[config.mk]
export PLATFORM = sky130hd
export DESIGN_NAME = flash_boot_streamer
export DESIGN_NICKNAME = d
export VERILOG_FILES = /design/src/rtl/flash_boot_streamer.sv
export SDC_FILE = /design/constraint.sdc
export NUM_CORES = 1
export LEC_CHECK = 0
export CAP_MARGIN = 30
export CORE_UTILIZATION = 60
export DETAILED_ROUTE_END_ITERATION = 6
export PLACE_DENSITY = 0.78
export SYNTH_ARGS = -nofsm -noshare
export SYNTH_HDL_FRONTEND = slang
export SYNTH_SLANG_ARGS = --single-unit
export TNS_END_PERCENT = 5
[constraint.sdc]
create_clock -name clk -period 3.3 [get_ports clk]
set_input_delay 0.33 -clock clk [delete_from_list [all_inputs] [get_ports clk]]
set_output_delay 0.33 -clock clk [all_outputs]
set_load 0.05 [all_outputs]
[src/rtl/flash_boot_streamer.sv]
// flash_boot_streamer: reads a ROM image from SPI flash (0x03 read) and
// re-streams every byte, one byte period later, as an SPI mode-0 master
// into the boot loader's slave port.
module flash_boot_streamer #(
  parameter logic [23:0] FLASH_ADDR = 24'h060000,
  parameter int unsigned LENGTH     = 'h4000,
  parameter int unsigned SCK_DIV    = 4
) (
  input  logic clk,
  input  logic reset_b,
  input  logic start,
  output logic flash_SSEL,
  output logic flash_SCK,
  output logic flash_MOSI,
  input  logic flash_MISO,
  output logic bs_SSEL,
  output logic bs_SCK,
  output logic bs_MOSI,
  output logic busy,
  output logic done,
  output logic byte_strobe
);

  localparam int DIV_W = $clog2(SCK_DIV);
  localparam logic [DIV_W-1:0] DIV_LAST = DIV_W'(SCK_DIV - 1);
  // A LENGTH of 2^24 truncates to zero and still yields 2^24 bytes,
  // because the last byte is recognised by the count reaching one.
  localparam logic [23:0] LEN24 = 24'(LENGTH);
  localparam logic [31:0] HEADER = {8'h03, FLASH_ADDR};

  typedef enum logic [2:0] {IDLE, CMD, DATA, FLUSH, DONE} state_t;

  state_t           state_q;
  logic [DIV_W-1:0] divCnt_q, divCnt_d;
  logic             edgeEvt;
  logic             riseNext_q;
  logic [4:0]       bitCnt_q;
  logic [31:0]      cmdSh_q;
  logic [6:0]       rx_q;
  logic [7:0]       hold_q;
  logic             holdValid_q;
  logic [7:0]       tx_q;
  logic             txValid_q;
  logic [23:0]      remain_q;
  logic             lastByte_q;
  logic             flashSsel_q, flashSck_q, bsSsel_q, bsSck_q;
  logic             busy_q, done_q, byteStrobe_q;

  // Half-period divider: the terminal count marks one SCK edge event.
  always_comb begin
    edgeEvt  = (divCnt_q == DIV_LAST);
    divCnt_d = edgeEvt ? '0 : divCnt_q + 1'b1;
  end

  // Sequencer for command, data capture, forwarding and flush.
  always_ff @(posedge clk or negedge reset_b) begin
    if (!reset_b) begin
      state_q      <= IDLE;
      divCnt_q     <= '0;
      riseNext_q   <= 1'b1;
      bitCnt_q     <= '0;
      cmdSh_q      <= '0;
      rx_q         <= '0;
      hold_q       <= '0;
      holdValid_q  <= 1'b0;
      tx_q         <= '0;
      txValid_q    <= 1'b0;
      remain_q     <= '0;
      lastByte_q   <= 1'b0;
      flashSsel_q  <= 1'b1;
      flashSck_q   <= 1'b0;
      bsSsel_q     <= 1'b1;
      bsSck_q      <= 1'b0;
      busy_q       <= 1'b0;
      done_q       <= 1'b0;
      byteStrobe_q <= 1'b0;
    end else begin
      byteStrobe_q <= 1'b0;
      if (state_q != IDLE && state_q != DONE) begin
        divCnt_q <= divCnt_d;
      end
      case (state_q)
        IDLE: begin
          if (start) begin
            state_q     <= CMD;
            flashSsel_q <= 1'b0;
            busy_q      <= 1'b1;
            cmdSh_q     <= HEADER;
            divCnt_q    <= '0;
            riseNext_q  <= 1'b1;
            bitCnt_q    <= '0;
            remain_q    <= LEN24;
            lastByte_q  <= 1'b0;
            holdValid_q <= 1'b0;
            txValid_q   <= 1'b0;
            tx_q        <= '0;
          end
        end
        CMD: begin
          if (edgeEvt) begin
            riseNext_q <= !riseNext_q;
            if (riseNext_q) begin
              flashSck_q <= 1'b1;
            end else begin
              flashSck_q <= 1'b0;
              cmdSh_q    <= {cmdSh_q[30:0], 1'b0};
              bitCnt_q   <= bitCnt_q + 5'd1;
              if (bitCnt_q == 5'd31) begin
                state_q  <= DATA;
                bsSsel_q <= 1'b0;
                bitCnt_q <= '0;
              end
            end
          end
        end
        DATA: begin
          if (edgeEvt) begin
            riseNext_q <= !riseNext_q;
            if (riseNext_q) begin
              flashSck_q <= 1'b1;
              if (txValid_q) begin
                bsSck_q <= 1'b1;
              end
              rx_q     <= {rx_q[5:0], flash_MISO};
              bitCnt_q <= bitCnt_q + 5'd1;
              if (bitCnt_q == 5'd7) begin
                hold_q       <= {rx_q, flash_MISO};
                holdValid_q  <= 1'b1;
                byteStrobe_q <= 1'b1;
                remain_q     <= remain_q - 24'd1;
                bitCnt_q     <= '0;
                if (remain_q == 24'd1) begin
                  lastByte_q <= 1'b1;
                end
              end
            end else begin
              flashSck_q <= 1'b0;
              bsSck_q    <= 1'b0;
              if (holdValid_q) begin
                tx_q        <= hold_q;
                txValid_q   <= 1'b1;
                holdValid_q <= 1'b0;
              end else begin
                tx_q <= {tx_q[6:0], 1'b0};
              end
              if (lastByte_q) begin
                state_q     <= FLUSH;
                flashSsel_q <= 1'b1;
                bitCnt_q    <= '0;
              end
            end
          end
        end
        FLUSH: begin
          if (edgeEvt) begin
            riseNext_q <= !riseNext_q;
            if (riseNext_q) begin
              bsSck_q <= 1'b1;
            end else begin
              bsSck_q  <= 1'b0;
              tx_q     <= {tx_q[6:0], 1'b0};
              bitCnt_q <= bitCnt_q + 5'd1;
              if (bitCnt_q == 5'd7) begin
                state_q  <= DONE;
                bsSsel_q <= 1'b1;
                busy_q   <= 1'b0;
                done_q   <= 1'b1;
              end
            end
          end
        end
        DONE: begin
        end
        default: state_q <= IDLE;
      endcase
    end
  end

  assign flash_SSEL  = flashSsel_q;
  assign flash_SCK   = flashSck_q;
  assign flash_MOSI  = cmdSh_q[31];
  assign bs_SSEL     = bsSsel_q;
  assign bs_SCK      = bsSck_q;
  assign bs_MOSI     = tx_q[7];
  assign busy        = busy_q;
  assign done        = done_q;
  assign byte_strobe = byteStrobe_q;

endmodule

Word-level counts from Yosys, hierarchy flattened
Cells that the tools add are included.

Input bits: 4. Output and inout port bits: 9. Word-level logic and storage cells: 165. Flip-flop bits (word level): 100.

Mux-type cells: 83. Reduce and logical (&&, ||, !) cells: 31. Bitwise gates (word level): 2. Eq/ne operators: 27. $add $sub $neg: 3.

Operator list (count): 2-to-1 mux 24 bit (4); 2-to-1 mux 32 bit (3); case mux 32 bit (2 select lines) (1); 2-to-1 mux 5 bit (10); 2-to-1 mux 8 bit (6); case mux 24 bit (2 select lines) (1); 2-to-1 mux 1 bit (33); 2-to-1 mux 3 bit (10); inequality test 2 bit, second input constant (14); == test 24 x 1 -> 1 bit, second input constant (1); case mux 8 bit (3 select lines) (1); subtractor 24 x 1 -> 24 bit, second input constant (1); case mux 5 bit (4 select lines) (1); AND reduction 4 bit (5); AND reduction 5 bit (4); case mux 1 bit (2 select lines) (8); case mux 3 bit (5 select lines) (1); inequality test 3 bit, second input constant (4); AND reduction 6 bit (2); nonzero test 2 bit (6); AND reduction 11 bit (1); 2-to-1 mux 2 bit (4); AND reduction 8 bit (1); AND reduction 7 bit (1); other kinds (19) (23).

Depth between registers and ports, before layout
Depth in word-level cells: 6. Gate-level depth with buffers: 8.

Least setup slack after synthesis
Ideal clock, no wire load.

Path kind: register -> register. From: reg divCnt_q[0]. To: reg remain_q[21]. Data arrival time: 1922 ps. Buffers on the path: 2. Period minus slack after synthesis: 2000 ps. Stages on the path, launching flop included: 8. Slack: 1300 ps. Library setup time: 77 ps. Required time: 3223 ps. Cells stage by stage: dfrtp_1 -> ha_1 -> clkbuf_1 -> nand3_1 -> a22o_1 -> buf_2 -> or4_1 -> a21oi_1.

Longest elaborated chain between the ends: 3.

Ends and longest elaborated chain: start: declaration (line 34) `logic [DIV_W-1:0] divCnt_q, divCnt_d;`; start signal: assignment (line 80) `divCnt_q <= divCnt_d;`; == test 2 bit (line 51) `edgeEvt = (divCnt_q == DIV_LAST);`; inequality test 2 bit (no source line); AND reduction 5 bit (no source line); end signal: assignment (line 130) `remain_q <= remain_q - 24'd1;`; end: declaration (line 44) `logic [23:0] remain_q;`.

Every way passes these cells. A chain may end at the register's enable or synchronous reset.

Worst setup path after layout
From: reg state_q[1]. To: reg remain_q[11].

Longest elaborated chain between the ends: 3. Elaborated cells between the ends (all ways): 9.

Ends and longest elaborated chain: start: declaration (line 33) `state_t state_q;`; start signal: assignment (line 58) `state_q <= IDLE;`; start signal: assignment (line 85) `state_q <= CMD;`; start signal: assignment (line 109) `state_q <= DATA;`; == test 3 x 2 -> 1 bit or zero test 3 bit (tied branches) (line 82) `case (state_q)`; inequality test 2 bit (no source line) or nonzero test 2 bit (tied branches); AND reduction 5 bit (no source line).

Several ways; a longest one is shown, not always the timed one.

==> key figures <==
Finish
  – Most frequent cells in the layout: dfrtp_1, nand2_1, o21ai_0
  – Final #Nets: 419
  – Share of cells above drive strength 1: 0.130
  – Area grow syn2layout: 9.05%
  – # diodes: 0
  – Most common cell after layout, fill and taps aside: dfrtp_1
  – Fin util: 0.688

Power
  – Pwr/cell area: 695 nW/um2
  – Internal power: 0.00191 W
  – Clk pwr share: 0.203
  – Reg power frac: 0.468
  – Logic pwr share: 0.329
  – Peak VDD IR: 0.398 mV
  – P_sw: 0.00119 W
  – Leakage: 1.90 nW
  – Switching share of total power: 0.383

Synth
  – Asr flop ratio synth: 1.00
  – Gate Count Post-Synth: 405
  – Sequential fraction of the synthesis area: 0.510
  – Post-synth EDFFs: 0
  – Yosys reg bits: 83
  – Netlist cell types: 53
  – Ys Warns: 0
  – Post-synth design cell area: 4080 um2
  – Mean Syn Cell Area: 10.1 um2
  – Synth Net Count: 414
  – Ys flop type: dfrtp_1

GRT
  – First-pass GRT wire length: 13500 um
  – Initial antenna violation count: 0
  – Gr usage total: 0.239
  – Largest net degree at the start of global routing: 45
  – Vias in the first global route: 2907
  – Congestion Overflow GR: 0

Worst setup path
  – Worst EP required: 3570 ps
  – Crit path largest cell delay: 770 ps
  – Worst r2r dst: remain_q[11]
  – Critical Path Sink Type: flip-flop
  – R2R Setup Slk: 750 ps
  – Startpoint Class: flip-flop
  – Critical-path top delay cell: dfrtp_1
  – Worst reg2reg path depth: 5
  – Worst Path Arrival: 2820 ps
  – Critical-path cell list: nand3_1 -> a22o_1 -> buf_16 -> or4_2 -> a21oi_1
  – Worst R2R Start: state_q[1]
  – Setup CP Type: flip-flop to flip-flop
  – Critical-path maximum fanout: 27

Hold path
  – Class of the worst hold path: flip-flop to flip-flop
  – Hold Crit Start: cmdSh_q[31]
  – Hold depth: 2
  – Hold Crit Endpoint: cmdSh_q[31]

Clocking
  – TritonCTS clock tree: done
  – H-tree Lvls: 3
  – Clock Sinks: 83
  – Post-cts resize count: 0
  – Post-CTS Setup Bufs: 0
  – Clock root buffer: clkbuf_8
  – Clk_lat worst skew: 350 ps
  – Num CTS Buffers: 9
  – CTS max path bufs: 2
  – Hold Buf Count CTS: 1
  – Clock-pin transition on the worst setup and hold timing paths: 80 ps

Floorplanning
  – Die Width: 84.4 um
  – CORE AREA: 6460 um2
  – Row count: 29
  – Chip height: 84.4 um
  – IO Count: 13
  – Initial Utilization: 0.631
  – DIE AREA: 7130 um2

Routing
  – Routed wire length: 7880 um
  – Via/cell ratio: 6.23
  – DRC: 2
  – Via count: 3067
  – Per-cell routed wire length: 16.0 um
  – DRT antenna net count: 0
  – Iter 0 DRT Violations: 245
  – Iteration count of the initial detailed-routing pass: 6

STA
  – Final min period: 2550 ps
  – Final period util: 0.772
  – Post-route setup TNS: 0 ps
  – Worst slew pin tran: 848 ps
  – Final setup fails: 0
  – Hold Violations, Final: 0
  – Max-slew headroom: 0.430
  – Clock Skew: 8.95 ps
  – Fin. max-slew vios: 0
  – Final hold slack: 482 ps
  – RSZ-0062 raised after global routing: false
  – Max Clk Rate: 0.392 GHz

Placed design
  – Hpwl dp: 5030 um
  – IO Port Bufs: 12
  – GP Congestion: 0.839

Run status
  – Status: finished with violations
  – Failing checks: DRC

Job
  – Maxcap violations: 0
==> synth_stat cells (2+ instances only) <==
| cell type | number | area [um2] |
|---|---|---|
| o21ai_0 | 29 | 145 |
| a221oi_1 | 2 | 17.5 |
| a211o_1 | 2 | 17.5 |
| a21oi_1 | 27 | 135 |
| a22o_1 | 5 | 43.8 |
| clkbuf_1 | 18 | 67.6 |
| mux2_2 | 16 | 180 |
| nand2b_1 | 12 | 75.1 |
| buf_1 | 2 | 7.51 |
| nor4_1 | 8 | 50.1 |
| nor3_1 | 3 | 15.0 |
| nor2_1 | 20 | 75.1 |
| o41ai_1 | 4 | 35.0 |
| mux2i_1 | 15 | 150 |
| nand2_1 | 55 | 206 |
| or4_1 | 7 | 52.6 |
| nor2b_1 | 5 | 31.3 |
| ha_1 | 5 | 62.6 |
| inv_1 | 6 | 22.5 |
| dfstp_2 | 3 | 78.8 |
| dfrtp_1 | 80 | 2000 |
| nor4b_1 | 2 | 17.5 |
| a31oi_1 | 4 | 25.0 |
| or4b_1 | 2 | 20.0 |
| nand4b_1 | 3 | 26.3 |
| or4_2 | 2 | 17.5 |
| buf_2 | 7 | 35.0 |
| nand3_1 | 10 | 50.1 |
| or3_1 | 8 | 50.1 |
| o31ai_1 | 16 | 120 |
| or2_2 | 5 | 31.3 |
==> worst max-delay path by stage <==
stage                start            to  slack [ps]  depth (start not counted)
6_report        state_q[1]  remain_q[11]         750                          5
5_1_grt         state_q[1]  remain_q[12]         620                          5
4_1_cts         state_q[1]  remain_q[11]         630                          4
3_5_place_dp    state_q[1]  remain_q[11]         650                          4
3_3_place_gp         start  remain_q[12]         750                          5
2_1_floorplan  divCnt_q[0]  remain_q[21]        1300                          7
==> registers in the layout, indices dropped and copies added (netlist names), 2 cells and up <==
signal,flops
state_q,3
bitCnt_q,5
rx_q,7
divCnt_q,2
cmdSh_q,15
hold_q,8
tx_q,8
remain_q,24
==> layer usage <==
layer	track usage	part of all wire	vias up
li1	-	-	1485
met1	0.338	0.48	1525
met2	0.377	0.47	49
met3	0.0423	0.031	8
met4	0.0863	0.012	0
met5	0	0	-
==> critical path, delay by kind of cell, from the launching register on <==
family,cells,cell delay [ps]
flip-flops,1,770
AO/OA/AOI/OAI,2,540
buffers and inverters,1,220
AND/OR/NAND/NOR,2,940
==> final cells by class <==
cell class	instances	area (um2)
tap	77	96.3
inverter	6	22.5
clock buffer	11	131
multi-input combinational	289	1860
fill	482	2010
clock inverter	5	31.3
sequential	83	2080
timing repair buffer	21	220
==> stage by stage <==
step	std cells	worst slack, ps	cell area [um2]	total power, W
after floorplan	405	1300	4080	0.00221
after global placement	472	745	4220	0.00241
after detailed placement	473	647	4240	0.00247
after CTS	490	634	4410	0.00309
after global routing	492	622	4450	0.00331
final	492	751	4450	0.00309
==> power groups by stage <==
stage,registers [W],clock network (W),logic [W]
floorplan,0.00144,0,0.000768
global placement,0.00145,0,0.000963
detailed placement,0.00146,0,0.00101
CTS,0.00144,0.000639,0.00101
global route,0.00149,0.000679,0.00115
finish,0.00145,0.000627,0.00102
==> logic make-up (layout without fill, tap and decap cells) <==
group / count (synthesis) / after routing / synth area share
and+or+nand+nor: 152 / 152 / 0.202
AOI/OAI and AO/OA: 100 / 100 / 0.157
DFF: 83 / 83 / 0.510
buffers and inverters: 33 / 43 / 0.0325
muxes: 31 / 31 / 0.0810
adders and majority gates: 5 / 5 / 0.0153
xor gates and xnor gates: 1 / 1 / 0.00215
Power figures use the tool's default switching activity.
